==> src/rtl/row_cfg_pkg.sv <==
// rtl/row_cfg_pkg.sv - shared widths and loader state encoding for the routing-row config loader
package row_cfg_pkg;

  localparam int BRB_BITS = 36;
  localparam int NBRB     = 5;
  localparam int NBITS    = BRB_BITS * NBRB;
  localparam int CHK_W    = 8;

  typedef enum logic [1:0] {
    ST_IDLE   = 2'd0,
    ST_LOAD   = 2'd1,
    ST_CHECK  = 2'd2,
    ST_COMMIT = 2'd3
  } state_e;

endpackage

==> src/rtl/cfg_shift_accum.sv <==
// rtl/cfg_shift_accum.sv - shadow shift register with running ones count for the payload bits
module cfg_shift_accum #(
  parameter int NBITS = 180,
  parameter int CHK_W = 8
) (
  input  logic             clk,
  input  logic             rst_n,
  input  logic             clear_i,
  input  logic             shift_i,
  input  logic             bit_i,
  output logic [NBITS-1:0] shadow_o,
  output logic [CHK_W-1:0] ones_o
);

  logic [NBITS-1:0] shadow_q;
  logic [CHK_W-1:0] ones_q;

  // Bits enter at the MSB so the first bit received finishes at bit 0.
  always_ff @(posedge clk) begin
    if (!rst_n) begin
      shadow_q <= '0;
      ones_q   <= '0;
    end else if (clear_i) begin
      shadow_q <= '0;
      ones_q   <= '0;
    end else if (shift_i) begin
      shadow_q <= {bit_i, shadow_q[NBITS-1:1]};
      ones_q   <= ones_q + CHK_W'(bit_i);
    end
  end

  assign shadow_o = shadow_q;
  assign ones_o   = ones_q;

endmodule

==> src/rtl/row_config_loader.sv <==
// rtl/row_config_loader.sv - serial loader that checksums a row config frame and commits it to brbselect
module row_config_loader #(
  parameter int NBITS = row_cfg_pkg::NBITS,
  parameter int CHK_W = row_cfg_pkg::CHK_W
) (
  input  logic             clk,
  input  logic             rst_n,
  input  logic             cfg_start,
  input  logic             cfg_abort,
  input  logic             cfg_data,
  input  logic             cfg_valid,
  output logic             cfg_ready,
  output logic [NBITS-1:0] brbselect,
  output logic             busy,
  output logic             cfg_done,
  output logic             cfg_err
);

  import row_cfg_pkg::*;

  localparam int CW = $clog2((NBITS > CHK_W) ? NBITS : CHK_W);

  state_e           state_q, state_d;
  logic [CW-1:0]    cnt_q, cnt_d;
  logic [CHK_W-1:0] check_q, check_d;
  logic [NBITS-1:0] brb_q, brb_d;
  logic             done_q, done_d;
  logic             err_q, err_d;

  logic             accept;
  logic             acc_clear;
  logic             acc_shift;
  logic [NBITS-1:0] shadow;
  logic [CHK_W-1:0] ones;

  cfg_shift_accum #(
    .NBITS(NBITS),
    .CHK_W(CHK_W)
  ) u_accum (
    .clk     (clk),
    .rst_n   (rst_n),
    .clear_i (acc_clear),
    .shift_i (acc_shift),
    .bit_i   (cfg_data),
    .shadow_o(shadow),
    .ones_o  (ones)
  );

  assign cfg_ready = (state_q == ST_LOAD) || (state_q == ST_CHECK);
  // Abort outranks a bit offered on the same edge.
  assign accept    = cfg_valid && cfg_ready && !cfg_abort;

  always_comb begin
    state_d   = state_q;
    cnt_d     = cnt_q;
    check_d   = check_q;
    brb_d     = brb_q;
    done_d    = 1'b0;
    err_d     = 1'b0;
    acc_clear = 1'b0;
    acc_shift = 1'b0;
    case (state_q)
      ST_IDLE: begin
        if (cfg_start && !cfg_abort) begin
          state_d   = ST_LOAD;
          cnt_d     = '0;
          check_d   = '0;
          acc_clear = 1'b1;
        end
      end
      ST_LOAD: begin
        if (cfg_abort) begin
          state_d = ST_IDLE;
        end else if (accept) begin
          acc_shift = 1'b1;
          if (cnt_q == CW'(NBITS - 1)) begin
            state_d = ST_CHECK;
            cnt_d   = '0;
          end else begin
            cnt_d = cnt_q + CW'(1);
          end
        end
      end
      ST_CHECK: begin
        if (cfg_abort) begin
          state_d = ST_IDLE;
        end else if (accept) begin
          check_d = {check_q[CHK_W-2:0], cfg_data};
          if (cnt_q == CW'(CHK_W - 1)) begin
            state_d = ST_COMMIT;
            cnt_d   = '0;
          end else begin
            cnt_d = cnt_q + CW'(1);
          end
        end
      end
      ST_COMMIT: begin
        state_d = ST_IDLE;
        if (!cfg_abort) begin
          if (check_q == ones) begin
            brb_d  = shadow;
            done_d = 1'b1;
          end else begin
            err_d = 1'b1;
          end
        end
      end
      default: state_d = ST_IDLE;
    endcase
  end

  always_ff @(posedge clk) begin
    if (!rst_n) begin
      state_q <= ST_IDLE;
      cnt_q   <= '0;
      check_q <= '0;
      brb_q   <= '0;
      done_q  <= 1'b0;
      err_q   <= 1'b0;
    end else begin
      state_q <= state_d;
      cnt_q   <= cnt_d;
      check_q <= check_d;
      brb_q   <= brb_d;
      done_q  <= done_d;
      err_q   <= err_d;
    end
  end

  assign brbselect = brb_q;
  assign busy      = (state_q != ST_IDLE);
  assign cfg_done  = done_q;
  assign cfg_err   = err_q;

endmodule

==> config.mk <==
export PLATFORM = sky130hd
export DESIGN_NAME = row_config_loader
export DESIGN_NICKNAME = d
export VERILOG_FILES = /design/src/rtl/row_cfg_pkg.sv /design/src/rtl/cfg_shift_accum.sv /design/src/rtl/row_config_loader.sv
export SDC_FILE = /design/constraint.sdc
export NUM_CORES = 1
export LEC_CHECK = 0
export ABC_AREA = 1
export CAP_MARGIN = 0
export CORE_MARGIN = 2
export CORE_UTILIZATION = 31
export CTS_CLUSTER_DIAMETER = 80
export CTS_CLUSTER_SIZE = 24
export DETAILED_ROUTE_END_ITERATION = 10
export PLACE_DENSITY = 0.54
export SLEW_MARGIN = 15
export SYNTH_ARGS = -nofsm -noshare
export SYNTH_HDL_FRONTEND = slang
export SYNTH_SLANG_ARGS = --single-unit
==> constraint.sdc <==
create_clock -name clk -period 2.75 [get_ports clk]
set_input_delay 0.55 -clock clk [delete_from_list [all_inputs] [get_ports clk]]
set_output_delay 0.55 -clock clk [all_outputs]
set_load 0.01 [all_outputs]
==> flow_metrics.tcl <==
set metrics [dict create \
    hold_slack_ns 0.431 \
    grt_pass1_wl_um 62100 \
    yosys.area.top_type_share_pct 47.7 \
    die_area_um2 54400 \
    synthAdderAreaFrac_pct 0.615 \
    synth_top_family_by_area "simple AND/OR/NAND/NOR gates" \
    die_h_um 233 \
    ios 190 \
    htree_levels 1 \
    gp_congestion 0.828 \
    hold_viol_final 0 \
    worstMarginPinSlew_ns 0.925 \
    place_ws_ns 0.195 \
    track_usage_pct 13.6 \
    reg2reg_from "state_q[0]" \
    worstSetupStartpoint "state_q[0]" \
    crit_path_cell_trace "inv_1, ha_1, clkdlybuf4s50_1" \
    path_max_fanout 4 \
    cp_slowest_cell "clkdlybuf4s50_1" \
    core_area_um2 52200 \
    synth_compound_area_share_pct 12.0 \
    synth_xor_area_share_pct 0.108 \
    cap_violations 0 \
    criticalPathCategory "reg2out" \
    drtPass1Iterations 5 \
    vias 13700 \
    die_w_um 233 \
    max_freq_mhz 395 \
    synthMuxAreaShare_pct 0 \
    final_area_um2 19500 \
    initial_utilization_pct 31.2 \
    cts_sinks 388 \
    vdd_drop_max_mv 0.436 \
    leakage_uw 0.00791 \
    post-cts-setup-buffers 0 \
    critPathCaptureType "output port" \
    powerDensity_nw_per_um2 544 \
    fin_skew_ns 0.0209 \
    syn_area_per_cell_um2 6.80 \
    ys_types 26 \
    post-route-period-util_pct 92.0 \
    hold_path_class "in2reg" \
    netlist_area_um2 16300 \
    drive_gt1_share_pct 3.08 \
    overflow 0 \
    startpoint_type "flop" \
    port_buffers 189 \
    ant_nets 0 \
    drc_errors 0 \
    drv_slew 0 \
    cpPeakStageDelay_ns 0.57 \
    crit-reg2reg-capture "u_accum.shadow_o[169]" \
    placed_cell_area_um2 18700 \
    grt_max_degree 186 \
    yosysTopAreaCell "dfxtp_1" \
    setup_ws_ns 0.221 \
    fin_setup_tns_ns 0 \
    yosysWarningCount 0 \
    layout_common_cells "inv_1, nand2_1, dfxtp_1, nor2_1, a21oi_1" \
    fin_nets 2503 \
    period_needed_ns 2.53 \
    syn-num-nets 2408 \
    syn_to_final_growth_pct 19.9 \
    cp.required_ns 2.20 \
    synthCells 2394 \
    clk_pin_slew_ns 0.08 \
    mostFrequentLayoutCell "inv_1" \
    cts_root_buf "clkbuf_16" \
    relSlewSlack_pct 38.4 \
    clk_latency_ns 0.56 \
    synth.area.top_cells "dfxtp_1, inv_1, nand2_1" \
    reg2reg_slack_ns 0.45 \
    cts-resized-gates 0 \
    cts_hold_buf 0 \
    rsz0062_at_grt "no" \
    drtIter0Drc 766 \
    dp_hpwl_um 23200 \
    worstSetupEndpoint "cfg_ready" \
    antenna_found_initial 0 \
    outcome "finished clean" \
    r2r_cells 8 \
    cts_tree "built" \
    worstPathArrival_ns 1.98 \
    setup_viol 0 \
    yosys.area_share.simple_pct 22.0 \
    ys_seq_area_share_pct 47.7 \
    numCtsBuffers 25 \
    first_global_vias 12900 \
    std_cell_rows 84 \
    wl_per_cell_um 11.7 \
    wl_um 37200 \
    viasPerCell 4.28 \
    ctsLongestPathBuffers 3 \
    synth_seq_cells 388 \
]
==> how the worst min path moves through the flow <==
stage                              from                   to  slack, ns  depth (start not counted)
global placement    u_accum.shadow_o[0]  u_accum.shadow_o[0]       0.45                          2
finish                            rst_n    u_accum.ones_o[6]       0.43                          3
CTS                               rst_n    u_accum.ones_o[6]       0.41                          3
detailed placement  u_accum.shadow_o[0]  u_accum.shadow_o[0]       0.46                          2
global route                      rst_n    u_accum.ones_o[6]       0.43                          3
floorplan           u_accum.shadow_o[0]  u_accum.shadow_o[0]       0.43                          2
==> power breakdown <==
group / leakage (µW) / internal, µW / total (µW) / switching, µW
clock: 0.000426 / 2040 / 4200 / 2150
sequential: 0.00313 / 5690 / 5730 / 41.9
combinational: 0.00436 / 227 / 693 / 466
==> routing by layer <==
| layer | vias up | track usage [%] | part of all wire [%] |
|---|---|---|---|
| li1 | 7318 | - | - |
| met1 | 6151 | 18.0 | 48 |
| met2 | 163 | 23.3 | 46 |
| met3 | 36 | 1.78 | 3.7 |
| met4 | 0 | 3.20 | 1.6 |
| met5 | - | 0 | 0 |
==> Yosys cell counts <==
| master | instances |
|---|---|
| a211oi_1 | 1 |
| a21oi_1 | 199 |
| and2_1 | 1 |
| buf_1 | 16 |
| buf_2 | 32 |
| buf_4 | 10 |
| buf_6 | 10 |
| clkbuf_1 | 73 |
| clkinv_1 | 1 |
| dfxtp_1 | 388 |
| ha_1 | 8 |
| inv_1 | 575 |
| inv_2 | 8 |
| nand2_1 | 475 |
| nand3_1 | 191 |
| nand4_1 | 3 |
| nor2_1 | 206 |
| nor2_2 | 1 |
| nor2_4 | 1 |
| nor3_1 | 2 |
| nor4_1 | 1 |
| o21ai_0 | 175 |
| o21ai_1 | 13 |
| o21bai_1 | 1 |
| or2_2 | 1 |
| xnor2_1 | 2 |
==> metrics by stage <==
step / std cells / total power (µW) / utilization, %
after floorplan: 2394 / 6370 / -
after global placement: 3150 / 6550 / 35.7
after detailed placement: 3150 / 6560 / 35.7
after CTS: 3191 / 10800 / 37.4
after global routing: 3191 / 11100 / 37.4
final: 3192 / 10600 / 37.4
==> flip-flops by register name, summed over array words and instances, names as in the netlist <==
register and cells:
brbselect 180, cfg_done 1, cfg_err 1, check_q 8, cnt_q 8, state_q 2
u_accum.ones_o 8, u_accum.shadow_o 180
==> cell families (layout without fill, tap and decap cells) <==
logic type	after synthesis	after routing
AO/OA/AOI/OAI	389	389
AND/OR/NAND/NOR	882	882
buffers and inverters	725	834
adder cells (fa/ha/maj)	8	8
other	0	1
flip-flops	388	388
XOR/XNOR	2	2
==> worst max-delay path: cells and delay by family, from the launching register on <==
family,cells,cell delay [ns]
adder cells (fa/ha/maj),1,0.36
buffers and inverters,2,0.67
flip-flops,1,0.40
==> area by class of cell <==
| class | instances | area (µm²) |
|---|---|---|
| Fill cell | 5559 | 32700 |
| Sequential cell | 388 | 7770 |
| Multi-Input combinational cell | 1281 | 5670 |
| Inverter | 584 | 2200 |
| Timing Repair Buffer | 209 | 2160 |
| Tap cell | 688 | 861 |
| Clock buffer | 25 | 626 |
| Clock inverter | 16 | 250 |
| Antenna cell | 1 | 2.50 |
(Power assumes the default switching activity.)
